**src/rtl/uart_tx_pkg.sv**
```systemverilog
// rtl/uart_tx_pkg.sv - shared types and defaults for the UART transmit arbiter
package uart_tx_pkg;

    localparam int DATA_W_DEF      = 8;
    localparam int TIMEOUT_CYC_DEF = 65535;

    typedef enum logic [1:0] {
        IDLE  = 2'd0,
        LOAD  = 2'd1,
        START = 2'd2,
        BUSY  = 2'd3
    } tx_state_e;

endpackage

```
**src/rtl/rr_arb2.sv**
```systemverilog
// rtl/rr_arb2.sv - two-input combinational round-robin choice
module rr_arb2 (
    input  logic [1:0] valid,
    input  logic       last_grant,
    output logic       grant_valid,
    output logic       grant_id
);

    // A lone requester always wins; on a tie the one not served last time wins.
    always_comb begin
        grant_valid = |valid;
        if (valid == 2'b11) begin
            grant_id = ~last_grant;
        end else begin
            grant_id = valid[1];
        end
    end

endmodule

```
**src/rtl/uart_tx_arbiter.sv**
```systemverilog
// rtl/uart_tx_arbiter.sv - two-requester UART transmit arbiter; optional BUSY watchdog under UART_TX_ARB_TIMEOUT_EN
module uart_tx_arbiter
    import uart_tx_pkg::*;
#(
    parameter int DATA_W      = DATA_W_DEF,
    parameter int TIMEOUT_CYC = TIMEOUT_CYC_DEF
) (
    input  logic              clk,
    input  logic              reset,
    input  logic              req0_valid,
    input  logic [DATA_W-1:0] req0_data,
    output logic              req0_ready,
    input  logic              req1_valid,
    input  logic [DATA_W-1:0] req1_data,
    output logic              req1_ready,
    output logic [DATA_W-1:0] tx_data,
    output logic              load,
    output logic              tx_start,
    input  logic              data_transmitted,
    output logic              busy,
    output logic              grant_id,
    output logic              err_timeout
);

    // The watchdog counter is 16 bits wide, so its terminal count must fit.
    if (TIMEOUT_CYC < 2 || TIMEOUT_CYC > 65536) begin : g_bad_timeout
        $error("uart_tx_arbiter: TIMEOUT_CYC must be within 2..65536");
    end

    tx_state_e state;
    tx_state_e state_nxt;
    logic      last_grant;
    logic      arb_valid;
    logic      arb_id;
    logic      accept;
    logic      timeout_hit;

    rr_arb2 u_rr_arb2 (
        .valid       ({req1_valid, req0_valid}),
        .last_grant  (last_grant),
        .grant_valid (arb_valid),
        .grant_id    (arb_id)
    );

    assign accept = req0_ready | req1_ready;

    // State register; reset abandons any transfer in flight.
    always_ff @(posedge clk or negedge reset) begin
        if (!reset) begin
            state <= IDLE;
        end else begin
            state <= state_nxt;
        end
    end

    // Next state and combinational handshake; readies stay low while reset is held.
    always_comb begin
        state_nxt  = state;
        req0_ready = 1'b0;
        req1_ready = 1'b0;
        case (state)
            IDLE: begin
                if (arb_valid && reset) begin
                    req0_ready = ~arb_id;
                    req1_ready = arb_id;
                    state_nxt  = LOAD;
                end
            end
            LOAD:  state_nxt = START;
            START: state_nxt = BUSY;
            BUSY: begin
                if (data_transmitted || timeout_hit) begin
                    state_nxt = IDLE;
                end
            end
            default: state_nxt = IDLE;
        endcase
    end

    // Capture the winning character and owner; held until the next acceptance.
    always_ff @(posedge clk or negedge reset) begin
        if (!reset) begin
            tx_data    <= '0;
            grant_id   <= 1'b0;
            last_grant <= 1'b1;
        end else if (accept) begin
            tx_data    <= arb_id ? req1_data : req0_data;
            grant_id   <= arb_id;
            last_grant <= arb_id;
        end
    end

    assign load     = (state == LOAD);
    assign tx_start = (state == START);
    assign busy     = (state != IDLE);

`ifdef UART_TX_ARB_TIMEOUT_EN
    localparam logic [15:0] WD_LAST = 16'(TIMEOUT_CYC - 1);

    logic [15:0] wd_cnt;
    logic        err_q;

    assign timeout_hit = (state == BUSY) && (wd_cnt == WD_LAST);
    assign err_timeout = err_q;

    // Watchdog: cleared while in START so the first BUSY cycle reads zero; completion beats expiry.
    always_ff @(posedge clk or negedge reset) begin
        if (!reset) begin
            wd_cnt <= '0;
            err_q  <= 1'b0;
        end else begin
            err_q <= timeout_hit && !data_transmitted;
            if (state == START) begin
                wd_cnt <= '0;
            end else if (state == BUSY) begin
                wd_cnt <= wd_cnt + 16'd1;
            end
        end
    end
`else
    assign timeout_hit = 1'b0;
    assign err_timeout = 1'b0;
`endif

endmodule
```
**config.mk**
```make
export PLATFORM = sky130hd
export DESIGN_NAME = uart_tx_arbiter
export DESIGN_NICKNAME = d
export VERILOG_FILES = /design/src/rtl/uart_tx_pkg.sv /design/src/rtl/rr_arb2.sv /design/src/rtl/uart_tx_arbiter.sv
export SDC_FILE = /design/constraint.sdc
export NUM_CORES = 1
export LEC_CHECK = 0
export ABC_CLOCK_PERIOD_IN_PS = 1700
export CORE_UTILIZATION = 37
export DETAILED_ROUTE_END_ITERATION = 16
export MAX_ROUTING_LAYER = met4
export PLACE_DENSITY = 0.87
export SYNTH_ARGS = -nofsm -noshare
export SYNTH_HDL_FRONTEND = slang
export SYNTH_HIERARCHICAL = 1
export SYNTH_SLANG_ARGS = --single-unit
```
**constraint.sdc**
```tcl
create_clock -name clk -period 1.7 [get_ports clk]
set_input_delay 0.17 -clock clk [delete_from_list [all_inputs] [get_ports clk]]
set_output_delay 0.17 -clock clk [all_outputs]
set_load 0.02 [all_outputs]
```
* Yosys cells after proc, flatten, opt, wreduce, memory -nomap -nowiden
Cells that the tools add are included.
Cells by class: equal/unequal tests 6, muxes and demuxes 9, bitwise logic cells 3, reductions and logical operators 5
Operator list (count):
- two-way mux 8 bit | 1
- case mux 2 bit (4 select lines) | 1
- equality test 2 bit (second input constant) | 3
- two-way mux 1 bit | 5
- two-way mux 2 bit | 2
- inequality test 2 bit (second input constant) | 2
- equality test 2 x 1 -> 1 bit (second input constant) | 1
- logical NOT 2 bit | 1
- inverter 1 bit | 2
- AND reduction 2 bit | 1
- nonzero test 2 bit | 1
- OR reduction 2 bit | 1
- logical AND 1 bit | 1
- bitwise OR 1 bit | 1
Storage, ports and cells: register bits after elaboration 12, bits of input ports 21, output and inout bits 15, word-level logic and storage cells 27

* Logic depth before layout (Yosys ltp)
Gate-level depths: netlist (run 1).
depth in word-level cells 6, depth in mapped cells 6, gate-level depth less buffers 5

* Cells and area by module
Netlist (run 1), hierarchy kept.
Modules (own cells, without submodules):
- uart_tx_arbiter | instances 1, cells an instance 60, area an instance 629.4 um2, sequential area each 301.5 um2
- rr_arb2 | instances 1, cells an instance 2, area an instance 13.8 um2, sequential area each 0.0 um2

* Least setup slack after synthesis (run 1)
Ideal clock, no wire load.
path type reg2out, start reg state[0], end out req0_ready, data arrival time 1.314 ns, data required time 1.530 ns, slack 0.216 ns, stages on the path, launching flop included 6, path buffers 1, path through dfrtp_1 > inv_1 > ha_1 > nand3_4 > buf_6 > nor2_1
On the way: longest elaborated chain between the ends 2
RTL lines:
- start: declaration | RTL line uart_tx_arbiter.sv:30 | tx_state_e state;
- start signal: assignment | RTL line uart_tx_arbiter.sv:52 | state <= state_nxt;
- logical NOT 2 bit | RTL line uart_tx_arbiter.sv:61 | case (state)
- two-way mux 1 bit | RTL line uart_tx_arbiter.sv:61
- end: declaration | RTL line uart_tx_arbiter.sv:12 | output logic req0_ready,
No other way between the ends.

* Worst setup path after layout (run 1)
start reg state[0], end out busy
On the way: longest elaborated chain between the ends 1
RTL lines:
- nonzero test 2 bit | RTL line uart_tx_arbiter.sv:95 | assign busy = (state != IDLE);
- end: declaration | RTL line uart_tx_arbiter.sv:20 | output logic busy,
No other way between the ends.

==> reports/summary.md, run 1 <==
The gate family responsible for the most delay along the worst path was buffers and inverters. The count of fill cells added during filler insertion is 137. The share of the clock period used by the worst path after layout is 94.13%, and the number of max-slew violations in the final report is 0. 0 antenna diodes ended up in the layout. Setup violations remaining at the end of the flow were counted as 0.

For the number of buffers inserted for hold repair after clock tree synthesis, the log shows 0. The top cell type's share of synthesized area is 42.80%, and the clock-pin slew on the worst setup and hold paths is 80 ps. In this run the worst hold path is classified as primary input to asynchronous set/reset pin.

In this design, the stage delay of the slowest critical-path cell is 380 ps. The fraction of final layout cells with drive strength greater than 1 is 18.87%, and the number of flops mapped to enable cells by yosys is 0. TritonCTS built the clock tree. The tools report the count of yosys warnings during synthesis as 6. The largest individual stage delay along the critical path comes from the cell sky130_fd_sc_hd__dfrtp_1. The logs give 2 for the maximum buffer depth of the clock tree and 240 ps for the slack of the worst reg-to-reg path. The floorplan step defined a die boundary enclosing 0.001909 mm^2. Counting flops with an async set or reset pin after synthesis yields a share of 100.0%.

Using the TritonRoute via totals, the vias-per-cell ratio works out to 4.861. Clock tree synthesis inserted a total of 3 buffers. The via count of the first global-routing pass was 577. The mapped netlist covers 643.1 um^2. Detailed placement ended at an HPWL of 1.211 mm.

For the smallest hold slack, the log shows 351.9 ps. The cell with the most instances after synthesis is sky130_fd_sc_hd__nand2_1. Synthesis instantiated 20 different standard cells from the library. The number of setup buffers added after CTS is 0.

Setup repair after global routing left no endpoint under its margin. Register bit total from synthesis: 12. After layout, the worst setup slack is 99.80 ps. By area the synthesized netlist is led by sky130_fd_sc_hd__dfrtp_1, sky130_fd_sc_hd__mux2i_1, sky130_fd_sc_hd__ha_1, sky130_fd_sc_hd__nand2_1, sky130_fd_sc_hd__o21ai_1.

For this run, the detailed router's first-pass iteration total came to 10. The worst clock skew was 0.6514 ps; the number of standard cells after synthesis was 62. The combined buffer and inverter count along the critical path was 4.

Walking the worst path, the cells encountered are inv_1 > ha_2 > buf_4 > inv_1 > dlygate4sd2_1. The power density relative to cell area is 1543 mW/mm^2. The tools report the routed wire length as 1.430 mm. STA classifies the critical path endpoint as a primary output.

The run gives 0 as the number of antenna violations at the first check in global routing. The final reports fail on design-rule violations. The commonest cells after synthesis are sky130_fd_sc_hd__nand2_1, sky130_fd_sc_hd__dfrtp_1, sky130_fd_sc_hd__mux2i_1. Of the synthesized area, sequential elements account for 46.89%.

Across the run, the number of max-cap violations was 0. At the end of the flow, the number of nets in the layout was 132. The critical register-to-register path endpoint was state[1]. The worst-case IR drop observed on VDD is 0.8296 mV.

The initial cell density of the core is 41.25%. The cell count of the worst reg-to-reg path came out at 5. The main flop type after synthesis was sky130_fd_sc_hd__dfrtp_1. After floorplanning, the core was sized to cover 0.001559 mm^2. After routing the design area is 0.001074 mm^2.

The H-tree depth was 1. Dividing the detail-routed wire length by the instance count gives 11.72 um. In this design, the critical path's most frequently occurring cell is sky130_fd_sc_hd__inv_1. The count of input and output buffers is 34, and the initial DRC count is 12. Timing would allow up to 624.9 MHz. For the number of primary I/O pins, the log shows 36.

Last weighted congestion value of the routability-driven placer: 0.6915. The synthesized design spends more area on one cell type than any other, namely sky130_fd_sc_hd__dfrtp_1. Maximum fanout along the worst path: 3. The die is 43.69 um tall. For the setup TNS after final layout, the log shows 0 ps. The number of cells upsized or downsized after cts was 7; the data arrival time of the critical path was 1430 ps.

Across all layers, the routed design uses 593 vias. The wire length of the first global-routing pass was 2.408 mm; the total clock sinks was 12. The number of rows created at floorplan is 14, and the pin count of the biggest net entering global routing is 19. Prior to clock tree synthesis, the placed netlist has a worst setup slack of -131.2 ps. The startpoint kind of the worst setup timing path was a register.

The total leakage power is 0.0005295 uW. The startpoint identified for the worst register-to-register timing path is state[0]. Global routing finished with a remaining overflow of 0. Global routing used 18.49% of the available tracks. The run finished, with violations left.

The residual DRC count was 2; the layout-stage area growth over the synthesis result was 66.93%. At the end of the flow the core is filled with cells to 68.86%. Post-layout minimum cycle time: 1600 ps. Clock latency on the worst-skew pair, taken at its later pin, is 260 ps. The total placed instance area was 0.001045 mm^2.

The logs give 0 for the count of antenna-violating nets left after detailed routing and 0 for the final-report hold violation count. The number of nets in the synthesized netlist is 87. The root buffer selected by CTS is sky130_fd_sc_hd__clkbuf_4. The horizontal die dimension was 43.69 um. STA puts the critical path data required time at 1530 ps. The kind of critical path was register to primary output. The average cell area after synthesis came out at 10.37 um^2.
==> routing by layer <==
metal | up-vias | global-route usage (%) | wire (um)
li1 | 293 | - | -
met1 | 272 | 19.52 | 554
met2 | 26 | 30.75 | 763
met3 | 2 | 6.250 | 103
met4 | 0 | 8.750 | 9
met5 | - | - | 0
==> worst register-to-register path: cells and delay by family, from the launching register on <==
kind / cells / cell delay [ps]
flops: 1 / 380
mux: 1 / 340
fa+ha+maj: 1 / 200
buf+inv: 1 / 150
simple gates: 1 / 150
compound gates: 1 / 140
==> cell usage in the layout (no fill, tap or decap), types with 2 or more instances in the layout <==
master                            netlist  final
sky130_fd_sc_hd__dlygate4sd2_1          0      2
sky130_fd_sc_hd__mux2i_1                8      8
sky130_fd_sc_hd__o21ai_1                7      7
sky130_fd_sc_hd__nand2_1               13     13
sky130_fd_sc_hd__inv_1                  4      4
sky130_fd_sc_hd__buf_4                  2      9
sky130_fd_sc_hd__dfrtp_1               11     11
sky130_fd_sc_hd__ha_1                   4      3
sky130_fd_sc_hd__clkdlybuf4s50_1        0     29
sky130_fd_sc_hd__clkbuf_4               0      3
==> state kept, by name, summed over array words and instances (netlist names) <==
register and count:
state 2, tx_data 8, last_grant 1, grant_id 1
==> worst max path at each step <==
stage | from | to | slack [ps] | depth (start not counted)
floorplan | state[0] | req0_ready | 220 | 5
global placement | req0_valid | req0_ready | -150 | 5
detailed placement | req0_valid | req1_ready | -130 | 5
CTS | state[1] | tx_start | 6 | 3
global route | state[0] | busy | 20 | 5
finish | state[0] | busy | 100 | 5
==> report_power, final <==
part	total (uW)	switching, uW	internal [uW]
sequential	490	63.6	427
combinational	943	470	473
clock	223	93.1	130
==> metrics by stage <==
stage | total power [uW] | std cells
final | 1657 | 122
after global routing | 1770 | 122
after CTS | 1684 | 122
after detailed placement | 1476 | 118
after global placement | 1437 | 118
after floorplan | 1011 | 62
==> kinds of logic (layout without fill, tap and decap cells) <==
family | Yosys count | count (layout) | synth area share, %
buf+inv | 7 | 51 | 6.419
simple gates | 18 | 18 | 13.82
flops | 12 | 12 | 46.89
mux | 9 | 9 | 14.20
fa+ha+maj | 4 | 4 | 7.782
other cells | 1 | 1 | 0.5831
compound gates | 11 | 11 | 10.31
==> cell type report <==
class                           count  area [um^2]  area share, %
Tap cell                           16        20.02          1.865
Clock buffer                        4        36.28          3.380
Sequential cell                    12        301.5          28.09
Timing Repair Buffer               43        397.9          37.06
Inverter                            4        15.01          1.399
Multi-Input combinational cell     43        302.8          28.21
Note: power is estimated with default switching activity, not from simulation.
==> run 2: changes to the inputs <==
--- a/config.mk
+++ b/config.mk
@@ -6,8 +6,10 @@
 export NUM_CORES = 1
 export LEC_CHECK = 0
 export ABC_CLOCK_PERIOD_IN_PS = 1700
+export CORE_MARGIN = 2
 export CORE_UTILIZATION = 37
 export DETAILED_ROUTE_END_ITERATION = 16
+export GPL_ROUTABILITY_DRIVEN = 1
 export MAX_ROUTING_LAYER = met4
 export PLACE_DENSITY = 0.87
 export SYNTH_ARGS = -nofsm -noshare
==> run 2 against run 1 <==
Net effect: the run now ends clean; register-to-register slack lost 20 ps; sequential share of layout area grew 0.26 points; fmax grew 0.74%; die area grew 9.4%; final cell count is the same; first-iteration DRC count shrank 92%; setup slack gained 12 ps.
==> reports/summary.md, run 2 (synthesis gave the netlist of run 1 again) <==
The layout-stage area growth over the synthesis result was 65.37%; the share of the clock period used by the worst path after layout was 93.44%. The routed wire length was 1.552 mm; the post-route standard cell area excluding fillers was 0.001064 mm^2. The register with the most flip-flops in the layout has 8 of them. Entering global routing, the biggest net connects 19 pins.

The fraction of final layout cells with drive strength greater than 1 was 17.14%. Using the TritonRoute via totals, the vias-per-cell ratio works out to 4.836. Summing over every cut layer, the via total after detailed routing is 590. For this run, the top clock speed supported by timing is 629.6 MHz. The later pin in the worst-skew pair is clocked with a latency of 260 ps. The met2 layer wire length in the routed design came out at 807 um. Subtracting the final worst setup slack from the clock period gives 1588 ps. Once detail routing completed, the nets flagged for antenna violations numbered 0. The run finished with clean final reports. The internal power of the cells totals 999.2 uW. In this run switching power makes up 39.38% of total power. Including well taps, the total number of placed cells is 118. The tools report the power dissipated by switching net loads as 649.1 uW.

The placed instances occupy a cell area of 0.001039 mm^2. Global routing consumed, over all layers together, 18.20% of the routing resources. At the worst endpoint, the arrival time is 1420 ps. The logs give 131 for the net count of the finished layout and 1 for the initial DRC count. The final-report hold violation count is 0, and the part of the total power dissipated in sequential elements is 29.9%.

The worst setup slack after layout is 111.6 ps, and the count of input and output buffers is 34. The number of max-slew violations in the final report is 0. The top cell types in the final layout, fill and taps aside, are sky130_fd_sc_hd__clkdlybuf4s50_1, sky130_fd_sc_hd__nand2_1, sky130_fd_sc_hd__dfrtp_1. For the total leakage power, the log shows 0.0005090 uW.

TritonCTS built the clock tree. The largest registers in the layout are tx_data (8), state (2). Wire length of the first global-routing pass: 2.539 mm. For the number of buffers created by CTS, the log shows 3.

The run gives 0 as the number of antenna violations at the first check in global routing. After detailed routing, the number of remaining DRC violations is 0. Dividing the detail-routed wire length by the instance count gives 12.72 um.

VDD sags by at most 0.6898 mV. The most common cell after layout, fill and taps aside was sky130_fd_sc_hd__clkdlybuf4s50_1. The critical path capture point type was a primary output.

Path category of the worst min-delay check: primary input to asynchronous set/reset pin. The portion of total power attributed to the clock network came out at 10.8%. The logs give 4.198 ps for the worst clock skew and 148 for the count of fill cells added during filler insertion. The share of the core filled with cells in the final layout is 63.67%.

In this run the power density over the cells is 1550 mW/mm^2. The last weighted congestion value of the routability-driven placer is 0.6782. The logs give 0.002088 mm^2 for the die outline area and 2 for the maximum buffer depth of the clock tree. More flip-flops sit in one register than any other, and that register is tx_data. The initial cell density of the core came out at 38.50%.

The pre-CTS setup slack is -170.5 ps. After legalization and detailed placement, the total HPWL measured 1.259 mm. For the power share of the combinational group, the log shows 59.3%. The detailed router used layers up to and including met4.

The maximum fanout along the worst path is 3, and the core footprint is 0.001670 mm^2. The run gives 1 as the H-tree depth. Setup violations remaining at the end of the flow were counted as 0. During I/O placement, the number of pins put on the boundary was 36. After detailed routing, the met3 layer carries 100 um of wire. The diode insertion count for antenna repair was 0.

The run gives 620 um as the total routed wire length on the met1 layer. The total overflow left after global routing is 0. The initialized floorplan defines 15 standard-cell rows. The finished layout holds 122 standard cells, fillers aside. Clock-pin slew on the worst setup and hold paths: 70 ps. The root buffer selected by CTS was sky130_fd_sc_hd__clkbuf_4. The clock drives 12 sinks. The iteration count of the initial detailed-routing pass is 3, and the area occupied by multi-input gates is 312.8 um^2. Power comes to 1648 uW. Across the whole layout, storage elements account for 301.5 um^2. Data on the critical path is required at its endpoint by 1530 ps. The tools report the via count of the first global-routing pass as 595. The tool flagged a number of max-cap violations equal to 0. The horizontal die dimension works out to 45.69 um.

Setup repair after global routing left no endpoint under its margin. The worst setup path is launched from a register. The die is 45.69 um tall.

By startpoint and endpoint, the worst setup path is classified as register to primary output.
## run 2: worst paths after layout
path	start	slack, ps	depth (start not counted)	end
setup / recovery	state[0]	110	5	busy
hold / removal	reset	340	2	tx_data[7]
setup reg to reg	state[0]	220	5	state[1]
hold reg to reg	last_grant	470	2	last_grant
max in group asynchronous	reset	1130	2	last_grant
min in group clk	last_grant	470	2	last_grant
## run 2: cell type report
type,count,share of cell area (%)
Clock buffer,4,2.471
Inverter,4,1.412
Sequential cell,12,28.35
Timing Repair Buffer,42,36.35
Multi-Input combinational cell,43,29.41
Tap cell,17,2.000
## run 2: per-layer routing
metal / GRT usage (%) / up-vias
met1: 19.80 / 269
met5: - / -
met4: 10.29 / 0
met3: 4.365 / 4
li1: - / 291
met2: 30.14 / 26
## run 2: power groups by stage
stage / logic (uW) / registers [uW] / clock network [uW]
after floorplan: 388 / 623 / 0
after global placement: 941 / 492 / 0
after detailed placement: 989 / 500 / 0
after CTS: 958 / 494 / 184
after global routing: 1070 / 513 / 202
final: 978 / 493 / 177
## run 2: worst max-delay path, cell delays in order, from the launching register on
cell and delay (ps):
sky130_fd_sc_hd__dfrtp_1 380, sky130_fd_sc_hd__inv_1 120, sky130_fd_sc_hd__ha_4 170, sky130_fd_sc_hd__buf_4 130
sky130_fd_sc_hd__inv_1 40, sky130_fd_sc_hd__dlygate4sd2_1 310
## run 2: stage by stage
stage               hold slack (ps)  setup TNS [ps]
finish                        338.3               0
floorplan                    -125.6               0
detailed placement            466.5          -308.5
CTS                           335.1               0
global route                  339.2               0
global placement              450.6          -119.0
## run 2: what timing repair did
| item | in CTS | in global routing |
|---|---|---|
| endpoints found under the setup margin | 5 | 3 |
| setup buffers | 0 | 0 |
| pin swaps | 0 | 0 |
| hold buffers | 0 | 0 |
| gates resized for setup | 6 | 5 |
